==> src/rtl/cpu_bus_master.sv <==
// cpu_bus_master: host-side initiator for the multiplexed 8051-style register bus.
// It turns one valid/ready register command into a sequenced pin cycle:
//   SETUP, ALE, AHOLD, STROBE, HOLD, RECOVER, then back to IDLE.
// Every output is registered.
// Ports:
//   clock, rst_n       : clock (posedge) and asynchronous active-low reset
//   cmd_valid/ready    : command handshake; ready is high only in IDLE
//   cmd_write          : 1 = write, 0 = read
//   cmd_addr           : 16-bit register address
//   cmd_wdata          : 8-bit write data
//   rsp_valid          : one-cycle completion pulse
//   rsp_rdata          : read data (0x00 after a write completion)
//   cs_n, ale          : chip select (active low) and address latch enable
//   abus               : high address byte
//   dbus_out, dbus_oe  : multiplexed low-address/data byte and its output enable
//   dbus_in            : sampled dbus
//   w_n, r_n           : write and read strobes (active low)
module cpu_bus_master #(
  parameter int unsigned ALE_CYC  = 2,
  parameter int unsigned STB_CYC  = 3,
  parameter int unsigned HOLD_CYC = 2,
  parameter int unsigned IDLE_CYC = 1
) (
  input  logic        clock,
  input  logic        rst_n,
  input  logic        cmd_valid,
  output logic        cmd_ready,
  input  logic        cmd_write,
  input  logic [15:0] cmd_addr,
  input  logic [7:0]  cmd_wdata,
  output logic        rsp_valid,
  output logic [7:0]  rsp_rdata,
  output logic        cs_n,
  output logic        ale,
  output logic [7:0]  abus,
  output logic [7:0]  dbus_out,
  output logic        dbus_oe,
  input  logic [7:0]  dbus_in,
  output logic        w_n,
  output logic        r_n
);

  typedef enum logic [2:0] {
    S_IDLE, S_SETUP, S_ALE, S_AHOLD, S_STROBE, S_HOLD, S_RECOVER
  } state_t;

  state_t      state_q, state_d;
  logic [7:0]  cnt_q, cnt_d;
  logic [7:0]  len;
  logic        last;
  logic        accept;

  logic        write_q;
  logic [15:0] addr_q;
  logic [7:0]  wdata_q;

  // Command fields as seen by the cycle being entered: on the accept edge the
  // capture registers are not yet loaded, so take the fields straight from the port.
  logic        wr;
  logic [15:0] a;
  logic [7:0]  wd;

  logic       cs_n_d, ale_d, w_n_d, r_n_d, dbus_oe_d, cmd_ready_d, rsp_valid_d;
  logic [7:0] abus_d, dbus_out_d, rsp_rdata_d;

  assign accept = cmd_valid && cmd_ready;
  assign wr     = accept ? cmd_write : write_q;
  assign a      = accept ? cmd_addr  : addr_q;
  assign wd     = accept ? cmd_wdata : wdata_q;

  always_comb begin
    len = 8'd1;
    case (state_q)
      S_ALE:     len = 8'(ALE_CYC);
      S_STROBE:  len = 8'(STB_CYC);
      S_HOLD:    len = 8'(HOLD_CYC);
      S_RECOVER: len = 8'(IDLE_CYC);
      default:   len = 8'd1;
    endcase
  end

  assign last = (cnt_q == len - 8'd1);

  always_comb begin
    state_d = state_q;
    cnt_d   = cnt_q + 8'd1;
    case (state_q)
      S_IDLE: begin
        cnt_d = '0;
        if (accept) state_d = S_SETUP;
      end
      S_SETUP:   if (last) begin state_d = S_ALE;     cnt_d = '0; end
      S_ALE:     if (last) begin state_d = S_AHOLD;   cnt_d = '0; end
      S_AHOLD:   if (last) begin state_d = S_STROBE;  cnt_d = '0; end
      S_STROBE:  if (last) begin state_d = S_HOLD;    cnt_d = '0; end
      S_HOLD:    if (last) begin state_d = S_RECOVER; cnt_d = '0; end
      S_RECOVER: if (last) begin state_d = S_IDLE;    cnt_d = '0; end
      default:   begin state_d = S_IDLE; cnt_d = '0; end
    endcase
  end

  // Pin values are decoded from the state being entered so that the registered
  // pins line up with the state register.
  always_comb begin
    cs_n_d      = 1'b1;
    ale_d       = 1'b0;
    w_n_d       = 1'b1;
    r_n_d       = 1'b1;
    dbus_oe_d   = 1'b0;
    abus_d      = abus;
    dbus_out_d  = dbus_out;
    cmd_ready_d = (state_d == S_IDLE);
    rsp_valid_d = 1'b0;
    rsp_rdata_d = rsp_rdata;
    case (state_d)
      S_SETUP, S_ALE, S_AHOLD: begin
        cs_n_d     = 1'b0;
        ale_d      = (state_d == S_ALE);
        abus_d     = a[15:8];
        dbus_out_d = a[7:0];
        dbus_oe_d  = 1'b1;
      end
      S_STROBE, S_HOLD: begin
        cs_n_d = 1'b0;
        abus_d = a[15:8];
        if (wr) begin
          dbus_out_d = wd;
          dbus_oe_d  = 1'b1;
          w_n_d      = (state_d != S_STROBE);
        end else begin
          dbus_out_d = a[7:0];
          r_n_d      = (state_d != S_STROBE);
        end
      end
      default: ;
    endcase
    // Read data is taken on the same edge that releases r_n.
    if (state_q == S_STROBE && last) begin
      rsp_valid_d = 1'b1;
      rsp_rdata_d = write_q ? 8'h00 : dbus_in;
    end
  end

  always_ff @(posedge clock or negedge rst_n) begin
    if (!rst_n) begin
      state_q   <= S_IDLE;
      cnt_q     <= '0;
      write_q   <= 1'b0;
      addr_q    <= '0;
      wdata_q   <= '0;
      cs_n      <= 1'b1;
      ale       <= 1'b0;
      w_n       <= 1'b1;
      r_n       <= 1'b1;
      dbus_oe   <= 1'b0;
      abus      <= '0;
      dbus_out  <= '0;
      cmd_ready <= 1'b1;
      rsp_valid <= 1'b0;
      rsp_rdata <= '0;
    end else begin
      state_q   <= state_d;
      cnt_q     <= cnt_d;
      if (accept) begin
        write_q <= cmd_write;
        addr_q  <= cmd_addr;
        wdata_q <= cmd_wdata;
      end
      cs_n      <= cs_n_d;
      ale       <= ale_d;
      w_n       <= w_n_d;
      r_n       <= r_n_d;
      dbus_oe   <= dbus_oe_d;
      abus      <= abus_d;
      dbus_out  <= dbus_out_d;
      cmd_ready <= cmd_ready_d;
      rsp_valid <= rsp_valid_d;
      rsp_rdata <= rsp_rdata_d;
    end
  end

endmodule

==> config.mk <==
export PLATFORM = sky130hd
export DESIGN_NAME = cpu_bus_master
export DESIGN_NICKNAME = d
export VERILOG_FILES = /design/src/rtl/cpu_bus_master.sv
export SDC_FILE = /design/constraint.sdc
export NUM_CORES = 1
export LEC_CHECK = 0
export BUFFER_PORTS_ARGS = -buffer_cell sky130_fd_sc_hd__buf_2
export CAP_MARGIN = 20
export CORE_ASPECT_RATIO = 0.7
export CORE_UTILIZATION = 40
export DETAILED_ROUTE_END_ITERATION = 7
export HOLD_SLACK_MARGIN = 0.02
export SYNTH_ARGS = -nofsm -noshare
export SYNTH_HDL_FRONTEND = slang
export SYNTH_SLANG_ARGS = --single-unit
==> constraint.sdc <==
create_clock -name clock -period 1.95 [get_ports clock]
set_input_delay 0.2925 -clock clock [delete_from_list [all_inputs] [get_ports clock]]
set_output_delay 0.2925 -clock clock [all_outputs]
set_load 0.02 [all_outputs]
==> qor.txt, run 1 <==
outcome -> completed
diodes inserted -> 0
Post-synth ARST share -> 100%
PnR worst setup slack -> 0.123 ns
worst skew pair latency -> 0.34 ns
sequential share of the synthesized area -> 57.2%
worst hold start -> dbus_in[7]
fin crit share -> 93.7%
Post-CTS Setup Repair Bufs -> 0
CP delay by family, top -> simple AND/OR/NAND/NOR gates
GRT Overall Usage -> 16.0%
Yosys top cell by area -> dfrtp_1
Mapped Nets -> 275
# IOs -> 67
max-slew violation count -> 0
yosys warns -> 0
H-Tree Depth -> 3
Rel. slew slack -> 66.1%
measured slew at the worst slew-check pin -> 0.508 ns
P&R area growth vs syn -> 26.0%
post-route ant nets -> 0
Reg2Reg Depth -> 5
Yosys cell types -> 49
Clock transition at path regs -> 0.07 ns
Core Box Area -> 0.00691 mm2
Crit. End Element -> flop
power per cell area -> 1700 mW/mm2
# fillers -> 602
Post-synth EDFFs -> 0
IO buf count -> 66
peak supply drop -> 0.854 mV
hold path depth -> 3
setup violators final -> 0
pre-CTS setup slack -> 0.134 ns
final wirelength -> 5780 um
critical path launch point type -> flop
RSZ-0062 raised after global routing -> no
synthesized area -> 0.00294 mm2
endpoints failing hold -> 0
Hold Path End -> rsp_rdata[7]
final setup TNS -> 0 ns
Die X -> 104 um
CTS tree -> yes
Syn Area/Cell -> 12.3 um2
crit path buf inv count -> 0
largest net degree at the start of global routing -> 33
initial core utilization -> 42.5%
post-DP HPWL -> 4050 um
Finished Layout Cells -> 417
top post-synthesis cells by area -> dfrtp_1 54%, mux2_2 12%, dfstp_2 3.6%
Cells after DPL -> 400
total number of vias -> 2094
HP Class -> input port to flop
MaxCap Viol Count -> 0
iteration-0 DRC count of the detailed router -> 106
DRT Pass-1 Iters -> 4
LEAKAGE -> 1.75 nW
min Tclk post-route -> 1.83 ns
dominant synthesized flop cell -> dfrtp_1
first-pass GRT wire length -> 9430 um
DIE AREA -> 0.00770 mm2
crit-path max cell delay -> 0.45 ns
layout cells sized above 1 -> 44.0%
gpl congestion -> 0.799
detail-routed via count per cell -> 5.02
reg2reg setup slack -> 0.12 ns
Multi-input gate area -> 0.00116 mm2
total grt overflow -> 0
#FFs+latches synth -> 67
Routed wire per std cell -> 13.9 um
top-area cell type share of the netlist area -> 53.6%
Slowest-stage cell, CP -> dfrtp_1
worst path cell trace -> nor4_4 > and2_2 > o211ai_1 > o32ai_2 > or3_1
DR DRC count -> 0
clk sinks -> 67
Max Freq -> 547 MHz
Post-CTS Resized -> 0
Reg-to-Reg End -> r_n
worst path arrival time -> 2.11 ns
Nets -> 355
CTS Buffer Depth -> 2
antenna violations before repair -> 0
Clock Skews -> 0.0103 ns
r2r startpoint -> cnt_q[5]
Gate Count Post-Synth -> 238
register area -> 0.00168 mm2
critical path class -> flop to flop
number of global-route vias before repair -> 1861
cts bufs inserted -> 9
critical path required time -> 2.23 ns
root buffer cell -> clkbuf_8
Die Y -> 73.7 um
Min Hold Slack -> 0.190 ns
Rows -> 25
crit path max fanout -> 5
-- through the flow --
| stage | util (%) | cell area (um2) | total power [mW] |
|---|---|---|---|
| finish | 53.6 | 3700 | 6.29 |
| global route | 53.6 | 3700 | 6.73 |
| CTS | 53.6 | 3700 | 6.36 |
| detailed placement | 50.2 | 3470 | 5.05 |
| global placement | 50.2 | 3470 | 5.01 |
| floorplan | - | 2940 | 4.22 |
-- cells by family after synthesis --
group                    count (synthesis)  synth area share (%)
adder cells (fa/ha/maj)                  1                 0.426
AO/OA/AOI/OAI                           44                  11.5
multiplexers                            32                  12.3
AND/OR/NAND/NOR                         71                  13.6
flip-flops                              67                  57.2
XOR/XNOR                                 6                  1.79
buffers and inverters                   17                  3.24
-- cell usage after synthesis (2+ instances only) --
cell type  count
dfrtp_1       63
mux2_2        32
nand2_1       14
nor2_1        13
nand2b_1      10
a221o_1        9
nand3_1        9
nor3b_1        8
o21ai_0        8
buf_2          7
a21oi_1        6
xor2_1         5
dfstp_2        4
inv_1          4
clkbuf_1       3
o21ai_1        3
a22oi_1        2
and3_1         2
nand4_1        2
nor2b_1        2
nor3_1         2
o21a_1         2
or3_1          2
-- state kept, by name, indices dropped and copies added, names as in the netlist --
register and cells:
abus 8, r_n 1, cmd_ready 1, ale 1, write_q 1, cs_n 1
w_n 1, dbus_oe 1, dbus_out 8, state_q 3, cnt_q 8, addr_q 16
rsp_valid 1, wdata_q 8, rsp_rdata 8
-- how the worst max path moves through the flow --
stage	from	end	slack [ns]	cells past startpoint
after global placement	cnt_q[2]	abus[5]	0.17	5
after floorplan	cmd_ready	dbus_out[6]	0.15	4
final	cnt_q[5]	r_n	0.12	5
after detailed placement	state_q[2]	dbus_out[6]	0.13	6
after CTS	cnt_q[2]	abus[4]	0.12	5
after global routing	cnt_q[5]	dbus_out[6]	0.008	6
-- placed cells by master, fill, tap and decap left out, drive strengths merged, types with 2 or more instances in the layout --
master / n
a21o: 2
a21oi: 6
a221o: 9
a22oi: 2
and2: 2
and3: 3
buf: 81
bufinv: 2
clkbuf: 9
clkinv: 4
dfrtp: 63
dfstp: 4
inv: 5
mux2: 32
nand2: 14
nand2b: 10
nand3: 9
nand4: 2
nor2: 13
nor2b: 2
nor3: 2
nor3b: 9
o21a: 2
o21ai: 12
or3: 2
xor2: 5
-- final cells by class --
class	instances	share of cell area (%)
Sequential cell	67	45.4
Multi-Input combinational cell	154	31.4
Timing Repair Buffer	82	13.6
Clock buffer	9	3.34
Tap cell	94	3.18
Clock inverter	7	2.70
Inverter	4	0.405
-- power by group --
group | internal (mW) | switching (mW) | leakage [nW]
combinational | 1.28 | 1.45 | 0.827
clock | 0.728 | 0.556 | 0.114
sequential | 2.02 | 0.260 | 0.812
total | 4.03 | 2.27 | 1.75
-- metal layers --
layer	vias up	share of wire, %	wire length, um	global-route usage [%]
li1	1020	-	-	-
met1	1002	52	3010	24.0
met2	64	40	2300	20.2
met3	8	6.8	394	5.86
met4	0	1.3	74	6.67
met5	-	0	0	0
-- what timing repair did --
| item | 4_1_cts | 5_1_grt |
|---|---|---|
| hold buffers | 1 | 0 |
| endpoints found under the setup margin | 0 | 1 |
| hold endpoints to repair | 17 | 0 |
-- worst min-delay path: stages --
cell	delay, ns
buf_2	0.10
nand2b_1	0.06
o21ai_1	0.05
Power figures use the tool's default switching activity.
==> inputs of run 2 (changes only) <==
Settings changed: ABC_AREA from default to 1, CORE_UTILIZATION 40 to 54, PLACE_DENSITY from default to 0.79, SLEW_MARGIN from default to 25.
==> run 2 against run 1 <==
Net effect:
- the flow now finishes with violations (setup timing)
- combinational power up 83%
- area after synthesis up 3.6%
- utilization up 23 points
- first-iteration DRC count up 130%
- maximum frequency down 11%
- non-clock buffer count up 19
- critical path type unchanged
- largest cell class unchanged
==> qor.txt, run 2 <==
Mapped Nets -> 369 (was 275)
Die X -> 91.8 um (was 104 um)
clk sinks -> 67 (unchanged)
measured slew at the worst slew-check pin -> 0.347 ns (was 0.508 ns)
commonest cells in the synthesized netlist -> 101 x nand2_1, 63 x dfrtp_1, 40 x nand3_1 (was 63 x dfrtp_1, 32 x mux2_2, 14 x nand2_1)
power per cell area -> 2040 mW/mm2 (was 1700 mW/mm2)
gpl congestion -> 0.884 (was 0.799)
Gate Count Post-Synth -> 332 (was 238)
Yosys cell types -> 33 (was 49)
root buffer cell -> clkbuf_8 (unchanged)
largest reg by FF count -> addr_q (unchanged)
Core Box Area -> 0.00534 mm2 (was 0.00691 mm2)
Post-synth EDFFs -> 0 (unchanged)
critical path launch point type -> flop (unchanged)
most frequent cells in the layout -> 88 x nand2_1, 66 x buf_2, 61 x dfrtp_1, 39 x nand3_1, 25 x buf_4 (was 66 x buf_2, 63 x dfrtp_1, 32 x mux2_2, 14 x nand2_1, 13 x nor2_1)
total grt overflow -> 0 (unchanged)
PnR worst setup slack -> -0.101 ns (was 0.123 ns)
first-pass GRT wire length -> 11200 um (was 9430 um)
detail-routed via count per cell -> 5.42 (was 5.02)
antenna violations before repair -> 0 (unchanged)
worst skew pair latency -> 0.35 ns (was 0.34 ns)
#FFs+latches synth -> 67 (unchanged)
pre-CTS setup slack -> -0.0417 ns (was 0.134 ns)
cts bufs inserted -> 9 (unchanged)
CTS tree -> yes (unchanged)
diodes inserted -> 0 (unchanged)
min Tclk post-route -> 2.05 ns (was 1.83 ns)
Rows -> 22 (was 25)
layout cells sized above 1 -> 40.6% (was 44.0%)
critical path class -> flop to flop (unchanged)
failing checks -> setup timing
M1 WL -> 3180 um (was 3010 um)
MaxCap Viol Count -> 0 (unchanged)
Rel. slew slack -> 76.9% (was 66.1%)
IO buf count -> 66 (unchanged)
worst path arrival time -> 2.30 ns (was 2.11 ns)
met3 routed WL -> 786 um (was 394 um)
top-area cell type share of the netlist area -> 51.8% (was 53.6%)
Top Layer Used -> met4 (unchanged)
post-DP HPWL -> 4650 um (was 4050 um)
# fillers -> 354 (was 602)
Clock Skews -> 0.00880 ns (was 0.0103 ns)
DIE AREA -> 0.00595 mm2 (was 0.00770 mm2)
critical path required time -> 2.19 ns (was 2.23 ns)
peak supply drop -> 0.824 mV (was 0.854 mV)
HP Class -> input port to flop (unchanged)
setup violators final -> 19 (was 0)
final wirelength -> 7760 um (was 5780 um)
Post-synth ARST share -> 100% (unchanged)
# IOs -> 67 (unchanged)
top post-synthesis cells by area -> dfrtp_1 52%, nand2_1 12%, nand3_1 6.6% (was dfrtp_1 54%, mux2_2 12%, dfstp_2 3.6%)
initial core utilization -> 57.0% (was 42.5%)
sequential share of the synthesized area -> 55.2% (was 57.2%)
Routed wire per std cell -> 15.2 um (was 13.9 um)
Max Freq -> 487 MHz (was 547 MHz)
Syn Area/Cell -> 9.17 um2 (was 12.3 um2)
final setup TNS -> -0.930 ns (was 0 ns)
CTS Buffer Depth -> 2 (unchanged)
outcome -> complete, but fails checks (was completed)
Yosys top cell by area -> dfrtp_1 (unchanged)
DRT Pass-1 Iters -> 5 (was 4)
LEAKAGE -> 2.14 nW (was 1.75 nW)
most frequent cell after synthesis -> nand2_1 (was dfrtp_1)
RSZ-0062 raised after global routing -> yes (was no)
Nets -> 470 (was 355)
Crit. End Element -> flop (unchanged)
dominant synthesized flop cell -> dfrtp_1 (unchanged)
commonest non-fill, non-tap cell in the layout -> nand2_1 (was buf_2)
iteration-0 DRC count of the detailed router -> 243 (was 106)
H-Tree Depth -> 3 (unchanged)
endpoints failing hold -> 0 (unchanged)
post-route ant nets -> 0 (unchanged)
Clock transition at path regs -> 0.07 ns (about the same)
synthesized area -> 0.00305 mm2 (was 0.00294 mm2)
GRT Overall Usage -> 25.0% (was 16.0%)
max reg flops -> 16 (unchanged)
total number of vias -> 2765 (was 2094)
P&R area growth vs syn -> 33.5% (was 26.0%)
yosys warns -> 0 (unchanged)
largest net degree at the start of global routing -> 68 (was 33)
metal2 WL -> 3610 um (was 2300 um)
fin crit share -> 105% (was 93.7%)
number of global-route vias before repair -> 2463 (was 1861)
crit path max fanout -> 5 (unchanged)
DR DRC count -> 0 (unchanged)
Die Y -> 64.8 um (was 73.7 um)
max-slew violation count -> 0 (unchanged)
==> run 2: cell types whose count changed in the layout (fill, tap and decap cells not counted), moves of 8 or more <==
cell | before | now
nand2_2 | 0 | 11
mux2_2 | 32 | 16
nand2_1 | 14 | 88
inv_1 | 4 | 17
a221o_1 | 9 | 0
o21ai_0 | 8 | 16
buf_4 | 11 | 25
nand2b_1 | 10 | 0
nand3_1 | 9 | 39
==> run 2: critical path, cell delays in order, from the launching register on <==
cell     delay, ns
dfrtp_2       0.47
buf_6         0.14
nand4_1       0.08
nand2_1       0.09
nor2_4        0.18
nand3_4       0.12
nand2_1       0.10
inv_2         0.06
nand2_4       0.09
nand3_4       0.16
buf_4         0.20
nand2_1       0.07
nand2_1       0.06
nand2_1       0.06
nand2_1       0.04
==> run 2: routing by layer <==
| metal | track usage (%) | vias up |
|---|---|---|
| met3 | 8.45 | 31 |
| met1 | 33.0 | 1311 |
| li1 | - | 1270 |
| met5 | 0 | - |
| met2 | 39.8 | 153 |
| met4 | 7.03 | 0 |
==> run 2: power breakdown <==
part,internal (mW),total (mW),leakage (nW),switching [mW]
Clock,0.449,0.959,0.0856,0.510
Sequential,2.04,2.32,0.833,0.279
Combinational,2.06,5.00,1.22,2.94
==> run 2: timing repair <==
| action | CTS | global route |
|---|---|---|
| hold endpoints to repair | 63 | 0 |
| buffers inserted | 4 | 10 |
| pin swaps | 5 | 20 |
| gates resized for setup | 6 | 36 |
| setup endpoints to repair | 17 | 21 |
| gates cloned | 0 | 3 |
| hold buffers | 1 | 0 |
==> run 2: layout make-up <==
cell class,count,area [um2],area share [%]
Inverter,25,97.6,2.40
Multi-Input combinational cell,229,1340,32.9
Clock buffer,10,128,3.14
Tap cell,72,90.1,2.22
Timing Repair Buffer,101,696,17.1
Sequential cell,67,1680,41.4
Clock inverter,6,32.5,0.800
==> run 2: through the flow <==
stage / utilization (%) / power (mW) / hold slack (ns) / area, um2 / std cells
3_5_place_dp: 67.0 / 5.96 / 0.331 / 3580 / 476
2_1_floorplan: - / 4.91 / -0.00309 / 3050 / 332
4_1_cts: 71.3 / 7.12 / 0.185 / 3810 / 497
5_1_grt: 76.1 / 8.83 / 0.191 / 4070 / 510
3_3_place_gp: 67.0 / 5.82 / 0.334 / 3580 / 476
6_report: 76.1 / 8.28 / 0.195 / 4070 / 510
==> run 2: cells by family (layout without fill, tap and decap cells) <==
logic type / Yosys count / after routing / synth area share [%]
simple gates: 185 / 186 / 28.1
flops: 67 / 67 / 55.2
buf+inv: 37 / 142 / 5.30
compound gates: 21 / 21 / 3.66
mux: 16 / 16 / 5.92
xor+xnor: 5 / 5 / 1.44
fa+ha+maj: 1 / 1 / 0.411
==> run 2: worst paths after layout <==
kind | depth (start not counted) | endpoint | from | slack (ns)
setup / recovery | 14 | dbus_out[7] | state_q[2] | -0.10
hold / removal | 2 | addr_q[15] | cmd_addr[15] | 0.19
min in group asynchronous | 3 | rsp_rdata[7] | rst_n | 0.49
hold reg to reg | 2 | rsp_rdata[4] | rsp_rdata[4] | 0.49
setup reg to reg | 14 | dbus_out[7] | state_q[2] | -0.10
max in group asynchronous | 3 | w_n | rst_n | 1.13
